## config.mk

```make
export PLATFORM = sky130hd
export DESIGN_NAME = req_encoder_32x5
export DESIGN_NICKNAME = d
export VERILOG_FILES = /design/src/rtl/req_encoder_32x5.sv
export SDC_FILE = /design/constraint.sdc
export NUM_CORES = 1
export LEC_CHECK = 0
export ABC_AREA = 1
export BUFFER_PORTS_ARGS = -buffer_cell sky130_fd_sc_hd__buf_4
export CELL_PAD_IN_SITES_DETAIL_PLACEMENT = 0
export CELL_PAD_IN_SITES_GLOBAL_PLACEMENT = 2
export CORE_MARGIN = 2
export CORE_UTILIZATION = 25
export CTS_BUF_LIST = sky130_fd_sc_hd__clkbuf_8
export DETAILED_ROUTE_END_ITERATION = 16
export PLACE_DENSITY = 0.87
export SLEW_MARGIN = 10
export SYNTH_ARGS = -nofsm -noshare
export SYNTH_HDL_FRONTEND = slang
export SYNTH_SLANG_ARGS = --single-unit
```

## constraint.sdc

```tcl
create_clock -name CLK -period 3.2 [get_ports CLK]
set_input_delay 0.64 -clock CLK [delete_from_list [all_inputs] [get_ports CLK]]
set_output_delay 0.64 -clock CLK [all_outputs]
set_load 0.1 [all_outputs]
```

## src/rtl/req_encoder_32x5.sv

```systemverilog
// 32-bit pending-request latch with a registered priority encoder and
// a valid/ack handshake that issues one grant per cycle back-to-back.
module req_encoder_32x5 #(
    parameter int LSB_PRIORITY = 1
) (
    input  logic        CLK,
    input  logic        RESET,
    input  logic [31:0] REQ,
    input  logic [31:0] MASK,
    input  logic        ACK,
    output logic        VALID,
    output logic [4:0]  INDEX,
    output logic [31:0] PEND,
    output logic        COALESCE
);

    typedef enum logic {
        IDLE = 1'b0,
        HOLD = 1'b1
    } state_t;

    state_t      state_q, state_d;
    logic [4:0]  index_q, index_d;
    logic [31:0] pend_q, pend_d;
    logic        coalesce_q, coalesce_d;

    logic [31:0] clr;
    logic [31:0] kept;
    logic [31:0] elig;
    logic [4:0]  sel;

    always_comb begin
        clr = '0;
        if (state_q == HOLD && ACK) begin
            clr[index_q] = 1'b1;
        end
        kept = pend_q & ~clr;
        // Only registered PEND is eligible; same-cycle REQ waits a cycle.
        elig = kept & MASK;

        sel = '0;
        for (int i = 0; i < 32; i++) begin
            if (LSB_PRIORITY != 0) begin
                if (elig[31-i]) sel = 5'(31 - i);
            end else begin
                if (elig[i]) sel = 5'(i);
            end
        end

        pend_d     = kept | REQ;
        coalesce_d = coalesce_q | (|(REQ & kept));

        state_d = state_q;
        index_d = index_q;
        unique case (state_q)
            IDLE: begin
                if (|elig) begin
                    state_d = HOLD;
                    index_d = sel;
                end
            end
            HOLD: begin
                if (ACK) begin
                    if (|elig) begin
                        index_d = sel;
                    end else begin
                        state_d = IDLE;
                    end
                end
            end
            default: state_d = IDLE;
        endcase
    end

    always_ff @(posedge CLK or posedge RESET) begin
        if (RESET) begin
            state_q    <= IDLE;
            index_q    <= '0;
            pend_q     <= '0;
            coalesce_q <= 1'b0;
        end else begin
            state_q    <= state_d;
            index_q    <= index_d;
            pend_q     <= pend_d;
            coalesce_q <= coalesce_d;
        end
    end

    assign VALID    = (state_q == HOLD);
    assign INDEX    = index_q;
    assign PEND     = pend_q;
    assign COALESCE = coalesce_q;

endmodule

```

==> summary.md, run 1 <==
| Metric | Value |
|---|---|
| Reg2reg start | INDEX[0] |
| Total grt overflow | 0 |
| Reg2reg end | COALESCE |
| Final Slew Violations | 0 |
| Post-synthesis sequential area ratio | 42.0% |
| Final GP Congestion | 0.772 |
| Antenna Cells | 0 |
| CTS tree | yes |
| Std cell rows | 35 |
| Worst Path Max Fanout | 5 |
| Core Region | 0.00911 mm² |
| PD cells | 385 mW/mm² |
| EDFF count, synth | 0 |
| Max H-tree Level | 2 |
| Initial DRC count | 70 |
| Via count | 2531 |
| Count leader, synth | nand2_1 |
| Pwr Total | 1.32 mW |
| Io pins | 106 |
| Simple-Gate Fraction of Synth Area | 31.8% |
| Final hold vios | 0 |
| Mux contribution to synthesized area | 0% |
| Main combinational cell family by area after synthesis | simple AND/OR/NAND/NOR gates |
| Top post-synthesis cells by count | nand2_1, inv_1, dfrtp_1 |
| Worst slew pin tran | 624 ps |
| Global-route wire length before repair | 12.7 mm |
| Dpl hpwl | 6.28 mm |
| Synthesized-area fraction occupied by adder cells | 0% |
| Synth Warn # | 0 |
| Die W | 100 µm |
| CTS Buf Count | 5 |
| Post-Synthesis Cell Area | 0.00232 mm² |
| Compound-Gate Fraction of Synth Area | 15.0% |
| Dpl ws | 178 ps |
| VDD IR max | 140 µV |
| Final net count | 524 |
| GRT Util Overall | 16.2% |
| Synth top area share | 42.0% |
| Clock sinks | 39 |
| Dominant synthesized flop cell | dfrtp_1 |
| Final WL | 7.78 mm |
| Number of global-route vias before repair | 2669 |
| Post-synth ARST share | 100% |
| Syn_area_per_cell | 6.83 µm² |
| CP startpoint kind | flop |
| Setup_tns | 0 ps |
| Critical Path Sink Type | flop |
| Part of the cycle the worst path needs | 83.7% |
| R2R Setup Slk | 520 ps |
| 1st-pass router iterations | 4 |
| Post-DR wirelength/cell | 13.7 µm |
| Root Driver | clkbuf_8 |
| Finish-stage setup viols | 0 |
| Worst EP required | 3350 ps |
| Detail Route Antenna Nets | 0 |
| Longest Clk Path Bufs | 2 |
| Final std cells w/o fill | 569 |
| Dpl cells | 561 |
| Port bufs | 105 |
| Post-synthesis cell type count | 22 |
| Leading area contributor after synthesis | dfrtp_1 |
| Slew HR | 57.3% |
| Die Y | 100 µm |
| Avg Vias per Cell | 4.45 |
| DRC viols | 0 |
| Clk_skew | 14.5 ps |
| Clock insertion delay at the later pin of the skew report | 300 ps |
| Worst setup margin | 521 ps |
| Initial antenna violation count | 0 |
| Layout cells sized above 1 | 32.5% |
| Max-cap violations | 0 |
| Crit path arrival time | 2830 ps |
| Pleak | 1.58 nW |
| RSZ-0062 raised after global routing | no |
| Die area | 0.0101 mm² |
| Initial Utilization | 25.5% |
| Post-layout min period | 2680 ps |
| Setup CP Type | reg2reg |
| Worst Hold Class | in2async |
| Area Overhead vs Synth | 47.2% |
| Syn Nets | 407 |
| Largest net degree at the start of global routing | 40 |
| Xor/xnor share of the synthesized area | 0% |
| Post-synthesis instance total | 340 |
| # Post-CTS Setup Buffers | 0 |
| Fmax | 373 MHz |
| Reg clk slew, reported paths | 90 ps |
| Yosys reg bits | 39 |
| Status | finished, final reports clean |
| Worst r2r path cells | 10 |
| Main area contributors after synthesis | dfrtp_1, nand2_1, inv_1, o21ai_0, nor2_1 |
what timing repair did:
action,in CTS,in global routing
resized for setup,0,9
endpoints found under the setup margin,0,1
hold buffers,0,0
cell families (layout without fill, tap and decap cells):
kind of cell           Yosys count  count (layout)
AO/OA/AOI/OAI                   57              57
buffers and inverters           69             187
flip-flops                      39              39
AND/OR/NAND/NOR                175             175
per-stage QoR:
stage	util (%)	instance area (µm²)	hold slack [ps]
2_1_floorplan	-	2320	748
3_3_place_gp	36.1	3290	520
3_5_place_dp	36.1	3290	526
4_1_cts	37.4	3410	487
5_1_grt	37.5	3420	527
6_report	37.5	3420	468
registers in the layout, indices dropped and copies added (netlist names):
register,count
VALID,1
INDEX,5
PEND,32
COALESCE,1
worst max-delay path, cell delays in order (launching register included):
cell and delay [ps]:
dfrtp_1 410, inv_1 120, nor3_2 210, inv_1 120
buf_4 190, o21ai_0 270, o221ai_1 160, a221oi_1 300
nand3_1 240, a2111oi_0 370, nand3_1 130
cell usage in the layout, fill, tap and decap left out:
master     synthesis  final
bufinv_16          0      1
a31oi_1            3      3
o21ai_1            0      2
nor3_1             7      6
dfrtp_1           39     36
a221oi_1           4      4
o221ai_1           4      4
a21oi_1            2      2
nand3_1            5      5
buf_4              0    110
clkinv_2           0      1
nand2_1          114    114
nand4_4            1      1
or2_2             14     14
nor2_4             1      1
nor2_1            30     28
inv_2              3      4
o21ai_2            2      2
a21boi_0           1      1
a2111oi_0          2      2
nand2_2            3      3
o31ai_1            2      2
o21ai_0           32     30
o21bai_1           1      1
inv_1             66     65
clkbuf_8           0      6
dfrtp_2            0      3
nor2_2             0      2
o22ai_1            4      4
nor3_2             0      1
worst max-delay path by stage:
stage	from	to	slack, ps	cells after the start
2_1_floorplan	INDEX[0]	INDEX[0]	130	33
3_3_place_gp	ACK	INDEX[0]	190	38
3_5_place_dp	ACK	COALESCE	180	11
4_1_cts	INDEX[0]	COALESCE	420	10
5_1_grt	VALID	INDEX[0]	30	37
6_report	INDEX[0]	COALESCE	520	10
power by group:
part / leakage [nW] / internal [mW] / switching [mW] / total, mW
logic: 1.16 / 0.118 / 0.236 / 0.354
registers: 0.362 / 0.506 / 0.0150 / 0.521
clock network: 0.0612 / 0.253 / 0.188 / 0.440
total: 1.58 / 0.877 / 0.439 / 1.32
final cells by class:
class | instances | area [µm²]
tap | 111 | 139
multi-input combinational | 232 | 1100
sequential | 39 | 980
timing repair buffer | 110 | 826
clock inverter | 2 | 35.0
clock buffer | 6 | 82.6
fill | 1010 | 5690
inverter | 69 | 259
metal layers:
metal / wire (µm) / vias to the layer above / track usage [%]
met1: 3620 / 1158 / 21.7
met2: 3700 / 74 / 26.9
met4: 99 / 0 / 4.43
met5: 0 / - / 0
met3: 362 / 9 / 2.65
li1: - / 1290 / -
Power figures use the tool's default switching activity.
==> run 2, diff against run 1 <==
==> constraint.sdc (replaced) <==
create_clock -name CLK -period 2.7 [get_ports CLK]
set_input_delay 0.54 -clock CLK [delete_from_list [all_inputs] [get_ports CLK]]
set_output_delay 0.54 -clock CLK [all_outputs]
set_load 0.1 [all_outputs]
==> run 2 against run 1 <==
Against the previous run:
- utilization is 3.3 points higher
- routed wire length rose by 0.67%
- cell area rose by 8.8%
- first-iteration DRC count down 19%
- global-route usage shrank 0.40 points
- worst hold slack worse by 89 ps
- sequential share of layout area decreased by 2.1 points
- cell count up 6.3%
- worst setup slack got worse by 400 ps
- register-to-register slack lost 400 ps
- clock skew fell by 9.5 ps
- critical path type unchanged
==> summary.md, run 2 (same netlist as run 1, synthesis figures left out) <==
| Metric | Value |
|---|---|
| Status | finished, final reports clean (unchanged) |
| Via count | 2621 (was 2531) |
| Reg clk slew, reported paths | 80 ps (was 90 ps) |
| Setup CP Type | reg2reg (unchanged) |
| Final net count | 560 (was 524) |
| DRC viols | 0 (unchanged) |
| RSZ-0062 raised after global routing | yes (was no) |
| VDD IR max | 164 µV (was 140 µV) |
| Die Y | 100 µm (unchanged) |
| Initial DRC count | 57 (was 70) |
| CP peak stage delay | 500 ps (was 410 ps) |
| Total grt overflow | 0 (unchanged) |
| Worst EP required | 2930 ps (was 3350 ps) |
| Slew HR | 64.8% (was 57.3%) |
| Layout cells sized above 1 | 39.9% (was 32.5%) |
| Pleak | 1.76 nW (was 1.58 nW) |
| Clock sinks | 39 (unchanged) |
| Clk_skew | 5.02 ps (was 14.5 ps) |
| CTS Buf Count | 5 (unchanged) |
| Final hold slack | 379 ps (was 468 ps) |
| Port bufs | 105 (unchanged) |
| Avg Vias per Cell | 4.33 (was 4.45) |
| Largest register FFs | 32 (unchanged) |
| CP startpoint kind | flop (unchanged) |
| Part of the cycle the worst path needs | 95.4% (was 83.7%) |
| Die area | 0.0101 mm² (unchanged) |
| Clock insertion delay at the later pin of the skew report | 290 ps (was 300 ps) |
| Detail Route Antenna Nets | 0 (unchanged) |
| Initial Utilization | 25.5% (unchanged) |
| Max-cap violations | 0 (unchanged) |
| Commonest cells after routing, fill and taps aside | buf_4, nand2_1, inv_1 (was nand2_1, buf_4, inv_1) |
| GRT Util Overall | 15.8% (was 16.2%) |
| Pwr Total | 1.47 mW (was 1.32 mW) |
| Final hold vios | 0 (unchanged) |
| Finish-stage setup viols | 0 (unchanged) |
| Layout Utilization | 40.8% (was 37.5%) |
| Crit path arrival time | 2800 ps (was 2830 ps) |
| Worst Path Max Fanout | 3 (was 5) |
| Antenna Cells | 0 (unchanged) |
| Area Overhead vs Synth | 60.1% (was 47.2%) |
| CP max stage cell | dfrtp_4 (was dfrtp_1) |
| Max H-tree Level | 2 (unchanged) |
| Critical Path Sink Type | flop (unchanged) |
| Worst slew pin tran | 514 ps (was 624 ps) |
| Number of global-route vias before repair | 2564 (was 2669) |
| Largest net degree at the start of global routing | 40 (unchanged) |
| Setup_tns | 0 ps (unchanged) |
| Die W | 100 µm (unchanged) |
| R2R Setup Slk | 130 ps (was 520 ps) |
| Most common cell after layout, fill and taps aside | buf_4 (was nand2_1) |
| Io pins | 106 (unchanged) |
| Initial antenna violation count | 0 (unchanged) |
| Worst Hold Class | in2async (unchanged) |
| Final Slew Violations | 0 (unchanged) |
| Crit path top cell by count | nand2_1 |
| Dpl cells | 590 (was 561) |
| PD cells | 395 mW/mm² (was 385 mW/mm²) |
| Post-DR wirelength/cell | 12.9 µm (was 13.7 µm) |
| Longest Clk Path Bufs | 2 (unchanged) |
| CTS tree | yes (unchanged) |
| 1st-pass router iterations | 5 (was 4) |
| Std cell rows | 35 (unchanged) |
| Final std cells w/o fill | 605 (was 569) |
| Root Driver | clkbuf_8 (unchanged) |
| Dpl hpwl | 6.39 mm (was 6.28 mm) |
| Core Region | 0.00911 mm² (unchanged) |
| Post-layout min period | 2570 ps (was 2680 ps) |
| Global-route wire length before repair | 12.3 mm (was 12.7 mm) |
| Fmax | 388 MHz (was 373 MHz) |
| Fillers | 999 (was 1010) |
| Final GP Congestion | 0.795 (was 0.772) |
| Final WL | 7.83 mm (was 7.78 mm) |
-- run 2: changes by cell type in the layout (fill, tap and decap cells not counted), moves of 2 or more --
cell     change
nand2_2      +3
nor2_1       -4
nor2_2       +3
o21ai_1      +2
o21ai_4      +2
nand2_1      -3
o21ai_0      -4
dfrtp_1      -3
buf_4       +35
dfrtp_4      +2
-- run 2: per-layer routing --
layer / GRT usage (%) / vias up / routed length, µm
li1: - / 1365 / -
met1: 21.6 / 1181 / 3640
met2: 25.9 / 67 / 3770
met3: 2.92 / 8 / 359
met4: 3.48 / 0 / 65
met5: 0 / - / 0
-- run 2: timing repair --
action,CTS,global route
setup buffers,0,7
gates cloned,0,0
endpoints found under the setup margin,1,5
hold buffers,0,0
endpoints found under the hold margin,0,0
pin swaps,0,2
resized for setup,2,25
-- run 2: final cells by class --
cell class	count	area (µm²)	share of cell area [%]
Tap cell	111	139	3.73
Sequential cell	39	988	26.6
Clock buffer	5	68.8	1.85
Multi-Input combinational cell	232	1150	30.9
Timing Repair Buffer	146	1100	29.6
Inverter	69	262	7.03
Clock inverter	3	12.5	0.336
-- run 2: worst max-delay path: cells and delay by family, from the launching register on --
family	cells	cell delay, ps
simple gates	32	1640
flops	1	500
compound gates	1	240
buf+inv	1	130
-- run 2: stage by stage --
step,cell area [µm²],worst slack [ps]
3_3_place_gp,3520,-89.3
4_1_cts,3600,13.9
3_5_place_dp,3520,-100
5_1_grt,3720,-318
6_report,3720,125
2_1_floorplan,2340,33.9
-- run 2: worst paths after layout --
check                            to     start  cells past startpoint
hold reg to reg             PEND[9]   PEND[9]                      2
min in group CLK           PEND[15]   REQ[15]                      3
hold / removal              PEND[2]     RESET                      3
setup reg to reg           INDEX[0]  INDEX[0]                     34
setup / recovery           INDEX[0]  INDEX[0]                     34
max in group asynchronous  INDEX[0]     RESET                      3
-- run 2: where the power goes --
part           total (mW)  switching (mW)  leakage [nW]  internal, mW
logic               0.464           0.292          1.35         0.172
registers           0.620          0.0178         0.359         0.602
clock network       0.386           0.212        0.0505         0.174
total                1.47           0.522          1.76         0.948
